### config.mk
export PLATFORM = sky130hd
export DESIGN_NAME = s_mem_phase_controller_flat
export DESIGN_NICKNAME = d
export VERILOG_FILES = /design/src/rtl/s_mem_phase_controller_if.sv /design/src/rtl/s_mem_phase_controller.sv /design/src/flat_wrapper.sv
export SDC_FILE = /design/constraint.sdc
export NUM_CORES = 1
export LEC_CHECK = 0
export ABC_AREA = 1
export CAP_MARGIN = 20
export CORE_MARGIN = 2
export CORE_UTILIZATION = 60
export DETAILED_ROUTE_END_ITERATION = 6
export DONT_BUFFER_PORTS = 1
export PLACE_DENSITY_LB_ADDON = 0.1
export SLEW_MARGIN = 10
export SYNTH_ARGS = -nofsm -noshare
export SYNTH_HDL_FRONTEND = slang
export SYNTH_SLANG_ARGS = --single-unit
### constraint.sdc
create_clock -name clk -period 2.9 [get_ports clk]
set_clock_uncertainty 0.2 [all_clocks]
set_input_delay 0.29 -clock clk [delete_from_list [all_inputs] [get_ports clk]]
set_output_delay 0.29 -clock clk [all_outputs]
set_load 0.05 [all_outputs]
### src/rtl/s_mem_phase_controller_if.sv
// Engine handshake and S RAM bus bundle for the RC4 phase controller.
// master = controller side, slave = engines / RAM side.
interface s_mem_phase_controller_if #(
   parameter int unsigned RAM_WIDTH  = 8,
   parameter int unsigned ADDR_WIDTH = 8
);
   logic                  init_start, ksa_start, prga_start;
   logic                  init_done, ksa_done, prga_done;
   logic                  prga_key_ok;
   logic [ADDR_WIDTH-1:0] init_addr, ksa_addr, prga_addr;
   logic [RAM_WIDTH-1:0]  init_wdata, ksa_wdata, prga_wdata;
   logic                  init_we, ksa_we, prga_we;
   logic [ADDR_WIDTH-1:0] ram_addr;
   logic [RAM_WIDTH-1:0]  ram_wdata;
   logic                  ram_we;

   modport master (
      output init_start, ksa_start, prga_start,
      input  init_done, ksa_done, prga_done, prga_key_ok,
      input  init_addr, ksa_addr, prga_addr,
      input  init_wdata, ksa_wdata, prga_wdata,
      input  init_we, ksa_we, prga_we,
      output ram_addr, ram_wdata, ram_we
   );

   modport slave (
      input  init_start, ksa_start, prga_start,
      output init_done, ksa_done, prga_done, prga_key_ok,
      output init_addr, ksa_addr, prga_addr,
      output init_wdata, ksa_wdata, prga_wdata,
      output init_we, ksa_we, prga_we,
      input  ram_addr, ram_wdata, ram_we
   );
endinterface

### src/rtl/s_mem_phase_controller.sv
// RC4 S-memory phase sequencer: init -> KSA -> PRGA with RAM arbitration and per-phase timeout.
// Optional KEY_SEARCH_EN: on a failed decrypt, retry with key_out+1 until KEY_MAX.
module s_mem_phase_controller #(
   parameter int unsigned          RAM_WIDTH      = 8,
   parameter int unsigned          ADDR_WIDTH     = 8,
   parameter int unsigned          KEY_WIDTH      = 24,
   parameter int unsigned          TIMEOUT_CYCLES = 4096,
   parameter logic [KEY_WIDTH-1:0] KEY_MAX        = 24'h3FFFFF
) (
   input  logic                   clk,
   input  logic                   reset,
   input  logic                   start,
   input  logic [KEY_WIDTH-1:0]   key_in,
   s_mem_phase_controller_if.master eng,
   output logic [1:0]             grant,
   output logic [KEY_WIDTH-1:0]   key_out,
   output logic                   busy,
   output logic                   done,
   output logic                   key_found,
   output logic                   error
);

   localparam int unsigned      CNT_W    = (TIMEOUT_CYCLES > 2) ? $clog2(TIMEOUT_CYCLES) : 1;
   localparam logic [CNT_W-1:0] CNT_LAST = CNT_W'(TIMEOUT_CYCLES - 1);

   typedef enum logic [3:0] {
      StIdle, StInitGo, StInitWait, StKsaGo, StKsaWait, StPrgaGo, StPrgaWait, StDone, StError
   } state_e;

   state_e                 state_q, state_d;
   logic                   start_q;
   logic [CNT_W-1:0]       cnt_q, cnt_d;
   logic [KEY_WIDTH-1:0]   key_out_q, key_out_d;
   logic                   done_q, done_d;
   logic                   error_q, error_d;
   logic                   key_found_q, key_found_d;
   logic [1:0]             grant_q, grant_d;
   logic                   init_start_q, init_start_d;
   logic                   ksa_start_q, ksa_start_d;
   logic                   prga_start_q, prga_start_d;
   logic                   start_edge;
   logic                   cnt_expired;
   logic [ADDR_WIDTH-1:0]  addr_mux;
   logic [RAM_WIDTH-1:0]   wdata_mux;
   logic                   we_mux;

   assign start_edge  = start & ~start_q;
   assign cnt_expired = (cnt_q == CNT_LAST);

   always_comb begin
      state_d     = state_q;
      cnt_d       = cnt_q;
      key_out_d   = key_out_q;
      done_d      = done_q;
      error_d     = error_q;
      key_found_d = key_found_q;

      unique case (state_q)
         StIdle, StDone, StError: begin
            if (start_edge) begin
               state_d     = StInitGo;
               key_out_d   = key_in;
               done_d      = 1'b0;
               error_d     = 1'b0;
               key_found_d = 1'b0;
            end
         end
         StInitGo: begin
            state_d = StInitWait;
            cnt_d   = '0;
         end
         StInitWait: begin
            if (eng.init_done) begin
               state_d = StKsaGo;
            end else if (cnt_expired) begin
               state_d = StError;
               error_d = 1'b1;
            end else begin
               cnt_d = cnt_q + CNT_W'(1);
            end
         end
         StKsaGo: begin
            state_d = StKsaWait;
            cnt_d   = '0;
         end
         StKsaWait: begin
            if (eng.ksa_done) begin
               state_d = StPrgaGo;
            end else if (cnt_expired) begin
               state_d = StError;
               error_d = 1'b1;
            end else begin
               cnt_d = cnt_q + CNT_W'(1);
            end
         end
         StPrgaGo: begin
            state_d = StPrgaWait;
            cnt_d   = '0;
         end
         StPrgaWait: begin
            if (eng.prga_done) begin
`ifdef KEY_SEARCH_EN
               if (!eng.prga_key_ok && (key_out_q < KEY_MAX)) begin
                  // Failed decrypt: rerun all three phases with the next key.
                  state_d   = StInitGo;
                  key_out_d = key_out_q + KEY_WIDTH'(1);
               end else begin
                  state_d     = StDone;
                  done_d      = 1'b1;
                  key_found_d = eng.prga_key_ok;
               end
`else
               state_d     = StDone;
               done_d      = 1'b1;
               key_found_d = eng.prga_key_ok;
`endif
            end else if (cnt_expired) begin
               state_d = StError;
               error_d = 1'b1;
            end else begin
               cnt_d = cnt_q + CNT_W'(1);
            end
         end
         default: state_d = StIdle;
      endcase

      // Grant and start strobes are registered from the state being entered.
      grant_d = 2'd0;
      unique case (state_d)
         StInitGo, StInitWait: grant_d = 2'd1;
         StKsaGo, StKsaWait:   grant_d = 2'd2;
         StPrgaGo, StPrgaWait: grant_d = 2'd3;
         default:              grant_d = 2'd0;
      endcase
      init_start_d = (state_d == StInitGo);
      ksa_start_d  = (state_d == StKsaGo);
      prga_start_d = (state_d == StPrgaGo);
   end

   always_ff @(posedge clk) begin
      if (reset) begin
         state_q      <= StIdle;
         start_q      <= 1'b0;
         cnt_q        <= '0;
         key_out_q    <= '0;
         done_q       <= 1'b0;
         error_q      <= 1'b0;
         key_found_q  <= 1'b0;
         grant_q      <= 2'd0;
         init_start_q <= 1'b0;
         ksa_start_q  <= 1'b0;
         prga_start_q <= 1'b0;
      end else begin
         state_q      <= state_d;
         start_q      <= start;
         cnt_q        <= cnt_d;
         key_out_q    <= key_out_d;
         done_q       <= done_d;
         error_q      <= error_d;
         key_found_q  <= key_found_d;
         grant_q      <= grant_d;
         init_start_q <= init_start_d;
         ksa_start_q  <= ksa_start_d;
         prga_start_q <= prga_start_d;
      end
   end

   always_comb begin
      addr_mux  = '0;
      wdata_mux = '0;
      we_mux    = 1'b0;
      unique case (grant_q)
         2'd1: begin
            addr_mux  = eng.init_addr;
            wdata_mux = eng.init_wdata;
            we_mux    = eng.init_we;
         end
         2'd2: begin
            addr_mux  = eng.ksa_addr;
            wdata_mux = eng.ksa_wdata;
            we_mux    = eng.ksa_we;
         end
         2'd3: begin
            addr_mux  = eng.prga_addr;
            wdata_mux = eng.prga_wdata;
            we_mux    = eng.prga_we;
         end
         default: begin
            addr_mux  = '0;
            wdata_mux = '0;
            we_mux    = 1'b0;
         end
      endcase
   end

   assign eng.ram_addr   = addr_mux;
   assign eng.ram_wdata  = wdata_mux;
   assign eng.ram_we     = we_mux;
   assign eng.init_start = init_start_q;
   assign eng.ksa_start  = ksa_start_q;
   assign eng.prga_start = prga_start_q;

   assign grant     = grant_q;
   assign key_out   = key_out_q;
   assign done      = done_q;
   assign error     = error_q;
   assign key_found = key_found_q;
   assign busy      = !(state_q inside {StIdle, StDone, StError});

endmodule

### src/flat_wrapper.sv
// flat-port wrapper written by rule: the top's interface ports become plain ports
module s_mem_phase_controller_flat 
#(
   parameter int unsigned          RAM_WIDTH      = 8,
   parameter int unsigned          ADDR_WIDTH     = 8,
   parameter int unsigned          KEY_WIDTH      = 24,
   parameter int unsigned          TIMEOUT_CYCLES = 4096,
   parameter logic [KEY_WIDTH-1:0] KEY_MAX        = 24'h3FFFFF
)
  (clk, reset, start, key_in, grant, key_out, busy, done, key_found, error, eng_init_start, eng_ksa_start, eng_prga_start, eng_init_done, eng_ksa_done, eng_prga_done, eng_prga_key_ok, eng_init_addr, eng_ksa_addr, eng_prga_addr, eng_init_wdata, eng_ksa_wdata, eng_prga_wdata, eng_init_we, eng_ksa_we, eng_prga_we, eng_ram_addr, eng_ram_wdata, eng_ram_we);
  s_mem_phase_controller_if #(.RAM_WIDTH(RAM_WIDTH), .ADDR_WIDTH(ADDR_WIDTH)) eng_i ();
  input  logic clk;
  input  logic reset;
  input  logic start;
  input  logic [KEY_WIDTH-1:0] key_in;
  output logic [1:0] grant;
  output logic [KEY_WIDTH-1:0] key_out;
  output logic busy;
  output logic done;
  output logic key_found;
  output logic error;
  output wire logic [$bits(eng_i.init_start)-1:0] eng_init_start;
  output wire logic [$bits(eng_i.ksa_start)-1:0] eng_ksa_start;
  output wire logic [$bits(eng_i.prga_start)-1:0] eng_prga_start;
  input wire logic [$bits(eng_i.init_done)-1:0] eng_init_done;
  input wire logic [$bits(eng_i.ksa_done)-1:0] eng_ksa_done;
  input wire logic [$bits(eng_i.prga_done)-1:0] eng_prga_done;
  input wire logic [$bits(eng_i.prga_key_ok)-1:0] eng_prga_key_ok;
  input wire logic [$bits(eng_i.init_addr)-1:0] eng_init_addr;
  input wire logic [$bits(eng_i.ksa_addr)-1:0] eng_ksa_addr;
  input wire logic [$bits(eng_i.prga_addr)-1:0] eng_prga_addr;
  input wire logic [$bits(eng_i.init_wdata)-1:0] eng_init_wdata;
  input wire logic [$bits(eng_i.ksa_wdata)-1:0] eng_ksa_wdata;
  input wire logic [$bits(eng_i.prga_wdata)-1:0] eng_prga_wdata;
  input wire logic [$bits(eng_i.init_we)-1:0] eng_init_we;
  input wire logic [$bits(eng_i.ksa_we)-1:0] eng_ksa_we;
  input wire logic [$bits(eng_i.prga_we)-1:0] eng_prga_we;
  output wire logic [$bits(eng_i.ram_addr)-1:0] eng_ram_addr;
  output wire logic [$bits(eng_i.ram_wdata)-1:0] eng_ram_wdata;
  output wire logic [$bits(eng_i.ram_we)-1:0] eng_ram_we;
  assign eng_init_start = eng_i.init_start;
  assign eng_ksa_start = eng_i.ksa_start;
  assign eng_prga_start = eng_i.prga_start;
  assign eng_i.init_done = eng_init_done;
  assign eng_i.ksa_done = eng_ksa_done;
  assign eng_i.prga_done = eng_prga_done;
  assign eng_i.prga_key_ok = eng_prga_key_ok;
  assign eng_i.init_addr = eng_init_addr;
  assign eng_i.ksa_addr = eng_ksa_addr;
  assign eng_i.prga_addr = eng_prga_addr;
  assign eng_i.init_wdata = eng_init_wdata;
  assign eng_i.ksa_wdata = eng_ksa_wdata;
  assign eng_i.prga_wdata = eng_prga_wdata;
  assign eng_i.init_we = eng_init_we;
  assign eng_i.ksa_we = eng_ksa_we;
  assign eng_i.prga_we = eng_prga_we;
  assign eng_ram_addr = eng_i.ram_addr;
  assign eng_ram_wdata = eng_i.ram_wdata;
  assign eng_ram_we = eng_i.ram_we;
  s_mem_phase_controller #(.RAM_WIDTH(RAM_WIDTH), .ADDR_WIDTH(ADDR_WIDTH), .KEY_WIDTH(KEY_WIDTH), .TIMEOUT_CYCLES(TIMEOUT_CYCLES), .KEY_MAX(KEY_MAX)) u_core (.clk(clk), .reset(reset), .start(start), .key_in(key_in), .eng(eng_i), .grant(grant), .key_out(key_out), .busy(busy), .done(done), .key_found(key_found), .error(error));
endmodule
# [Yosys cells after proc, flatten, opt, wreduce, memory -nomap -nowiden]
# Index checks and enable logic that the tools add are counted.
# W data, S select, Z words.
[op_classes] bitwise=2 add_sub_neg=1 muxes=25 reduce_logical=15 eq_ne=23
[ops] op="$mux W12" n=4
[ops] op="$pmux W12 S4" n=1
[ops] op="$pmux W8 S3" n=2
[ops] op="$eq A4 B3 Y1 const B" n=7
[ops] op="$pmux W4 S7" n=1
[ops] op="$mux W4" n=5
[ops] op="$eq A4 B2 Y1 const B" n=4
[ops] op="$add A12 B1 Y12 const B" n=1
[ops] op="$eq A12 B12 Y1 const B" n=1
[ops] op="$eq A4 B1 Y1 const B" n=2
[ops] op="$ne A2 B2 Y1 const B" n=4
[ops] op="$reduce_bool A4 Y1" n=2
[ops] op="$mux W1" n=7
[ops] op="$pmux W2 S3" n=1
[ops] op="$reduce_or A2 Y1" n=3
[ops] op="$reduce_or A3 Y1" n=2
[ops] op="$reduce_and A5 Y1" n=1
[ops] op="$eq A2 B2 Y1 const B" n=2
[ops] op="$eq A4 B4 Y1 const B" n=1
[ops] op="$logic_not A4 Y1" n=1
[ops] op="$pmux W1 S2" n=2
[ops] op="$pmux W1 S4" n=1
[ops] op="$reduce_and A4 Y1" n=1
[ops] op="$pmux W1 S3" n=1
[ops] op="other kinds (9)" n=9
[totals] out_inout_bits=50 regBits=49 wordCells=77 input_bits=82

# [Longest topological paths before layout]
[logic_depth] word_depth=7 depth_mapped=12

# [Worst setup path after synthesis]
# OpenSTA, ideal clock, no wires.
[synth_path] path_type="reg2out" startpoint="register u_core.grant_q[0] (netlist: u_core.grant[0])" endpoint="output port eng_ram_addr[2]" path_slack_ns=0.597 arrival_ns=1.813 required_time_ns=2.410 path_stages_with_launch=6 n_path_buf=1 cell_sequence="dfxtp_1 > inv_1 > nor2_1 > clkbuf_1 > nand2_1 > nand3_1"
[synth_via] elab_chain_cells=2 elab_cells_between_ends=4
[synth_rtl] item="start, declared" line_no="s_mem_phase_controller.sv:37" source="logic [1:0] grant_q, grant_d;"
[synth_rtl] item="start signal, assigned" line_no="s_mem_phase_controller.sv:161" source="grant_q <= grant_d;"
[synth_rtl] item="$eq A2 B2 Y1 / $eq A2 B1 Y1 (equally long branches)" line_no="s_mem_phase_controller.sv:172" source="unique case (grant_q)"
[synth_rtl] item="$pmux W8 S3 (*)" line_no="s_mem_phase_controller.sv:172"
[synth_rtl] item="end, declared" line_no="flat_wrapper.sv:38" source="output wire logic [$bits(eng_i.ram_addr)-1:0] eng_ram_addr;"
# Mark *: on every way between the ends. The rest lies on a longest branch, timed or not.

# [Worst setup path after layout]
[layout_path] startpoint="register u_core.grant_q[1] (netlist: u_core.grant[1])" endpoint="output port eng_ram_wdata[7]"
[layout_via] elab_chain_cells=2 elab_cells_between_ends=4
[layout_rtl] item="$eq A2 B2 Y1 / $eq A2 B1 Y1 (equally long branches)" line_no="s_mem_phase_controller.sv:172"
[layout_rtl] item="$pmux W8 S3 (*)" line_no="s_mem_phase_controller.sv:172"
[layout_rtl] item="end, declared" line_no="flat_wrapper.sv:39" source="output wire logic [$bits(eng_i.ram_wdata)-1:0] eng_ram_wdata;"
# Marked as above.

==> results.tsv <==
metric	value	unit
worst_slack	0.430	ns
critPathBufInv	0	
whs_path_depth	3	
grt_util_all_layers	0.274	
fillers	361	
tns	0	ns
drt_iter0_drc	153	
grt-ovfl-total	0	
internal_power	1.21	mW
power_frac_comb	0.401	
yosysWarningCount	0	
rows	24	
crit_chain	nor2_2, nand2_1, nand3_1	
syn_nets	485	
crit_fanout	17	
layout_common_cells	nand2_1 (119), nor2_1 (75), dfxtp_1 (49), nand3_1 (33), dlygate4sd3_1 (29)	
vdd_drop_max	0.607	mV
setup_violations	0	
max_slew_margin	0.342	
path_delay_family	simple AND/OR/NAND/NOR gates	
fin_crit_sh	0.852	
clk_pin_slew	0.11	ns
fmax	0.405	GHz
dr.pass1.iters	4	
multi_input_area	1440	um2
detail_route.wl_per_cell	14.0	um
vias	2696	
grt_first_pass_wirelength	10900	um
num_antenna_cells	0	
synth_area	2610	um2
crit_slowest_cell	nor2_2	
status	finished clean	
hold_path_class	in -> reg	
cp-start-kind	register	
place_congestion	0.902	
ys_types	34	
drc	0	
hold_viol	0	
critical_path_arrival	1.98	ns
start_util	0.613	
period_needed	2.47	ns
critPathMaxStageDelay	0.61	ns
dp_slack	0.504	ns
drive_above_1_share	0.112	
io_buffers	0	
cts_buffer_depth	2	
hpwl	4570	um
cellPowerDensity	828	nW/um2
seqCellArea	981	um2
end_kind	output port	
core	4260	um2
vias_per_cell	5.51	
grt_max_degree	29	
switching_share	0.524	
cp_data_required_time	2.41	ns
insertion_delay	0.31	ns
crit_type	reg -> out	
switching_power	1.34	mW
die_w	70	um
numCtsBuffers	5	
mostFrequentLayoutCell	nand2_1	
rsz0062_at_grt	false	
netlist_instances	402	
first_global_vias	2411	
ys_ff_latch	49	
cts_sinks	49	
clock_power_share	0.172	
wirelength	6860	um
rr_worst_depth	10	
yosys.area.top_type_share	0.375	
finish.net_count	519	
ys_seq_area_frac	0.375	
cts_tree	built	
die-height	70	um
drv_slew	0	
tightest_slew	0.984	ns
synth_area_leaders	dfxtp_1 (38%), nand2_1 (17%), nor2_1 (11%)	
ant_nets	0	
root_buffer	clkbuf_8	
pin_count	132	
die_area	4900	um2
area_growth	17.9	%
antenna_found_initial	0	
drv_cap	0	
cp.depth	3	
ctsHtreeMaxLevel	2	
p_seq_frac	0.426	
avgSynthCellArea	6.50	um2
leakage	1.27	nW
synth_top_cell_by_area	dfxtp_1	
-- tightest hold or removal path: cells and delay by family --
kind | cells | cell delay [ns]
simple gates | 3 | 0.18
-- flip-flops by register name, summed over array words and instances, names as in the netlist --
name                   cells
u_core.state_q             4
u_core.eng.init_start      1
u_core.done                1
u_core.eng.ksa_start       1
u_core.error               1
u_core.eng.prga_start      1
u_core.key_out            24
u_core.key_found           1
u_core.start_q             1
u_core.grant               2
u_core.cnt_q              12
-- power groups by stage --
stage               logic, mW  clock network [mW]  registers, mW
finish                   1.02               0.439           1.09
detailed placement      0.977                   0           1.10
floorplan               0.826                   0           1.10
CTS                      1.01               0.444           1.08
global route             1.11               0.471           1.10
global placement        0.966                   0           1.10
-- routing by layer --
layer	wire, um	GRT usage	vias to the layer above
li1	-	-	1339
met1	2820	0.323	1243
met2	3420	0.481	98
met3	462	0.0736	16
met4	145	0.0897	0
met5	0	0	-
-- synth_stat cells (all sizes together) --
master / number
nor3b: 1
ha: 1
nand4: 3
xor2: 5
xnor2: 1
inv: 28
nand3b: 2
nor3: 5
nor2: 82
clkbuf: 6
nand2: 124
a21oi: 16
o21bai: 1
clkinv: 3
o211ai: 1
a31oi: 2
buf: 8
nand3: 36
o21ai: 27
and2: 1
dfxtp: 49
-- logic make-up (layout without fill, tap and decap cells) --
family | after synthesis | in the layout | synth area share
AO/OA/AOI/OAI | 47 | 47 | 0.103
flip-flops | 49 | 49 | 0.375
AND/OR/NAND/NOR | 254 | 254 | 0.422
adder cells (fa/ha/maj) | 1 | 1 | 0.00479
buffers and inverters | 45 | 80 | 0.0747
XOR/XNOR | 6 | 6 | 0.0201
-- worst paths after layout --
path | start | slack (ns) | end
worst max-delay path | u_core.grant[1]$_SDFF_PP0_ | 0.43 | eng_ram_wdata[7]
worst min-delay path | reset | 0.009 | u_core.grant[1]$_SDFF_PP0_
worst max register to register | u_core.cnt_q[0]$_SDFFE_PP0P_ | 0.76 | u_core.cnt_q[8]$_SDFFE_PP0P_
worst min register to register | u_core.cnt_q[3]$_SDFFE_PP0P_ | 0.30 | u_core.cnt_q[3]$_SDFFE_PP0P_
-- final cells by class --
class | instances | area share
multi-input combinational | 308 | 0.468
inverter | 31 | 0.0378
tap | 52 | 0.0211
timing repair buffer | 41 | 0.123
clock inverter | 3 | 0.00934
clock buffer | 5 | 0.0223
sequential | 49 | 0.318
-- metrics by stage --
stage	cell area, um2	hold slack, ns	power, mW	std cells	utilization
finish	3080	0.00896	2.55	489	0.722
global route	3080	0.00720	2.68	489	0.722
CTS	3080	0.00138	2.54	489	0.722
detailed placement	2690	0.159	2.08	452	0.631
global placement	2690	0.158	2.06	452	0.631
floorplan	2610	0.174	1.92	402	-
-- timing repair --
item,in CTS,in global routing
hold endpoints to repair,46,0
setup endpoints to repair,0,1
gates resized for setup,0,1
hold buffers,29,0
setup buffers,0,0
Power figures use the tool's default switching activity.
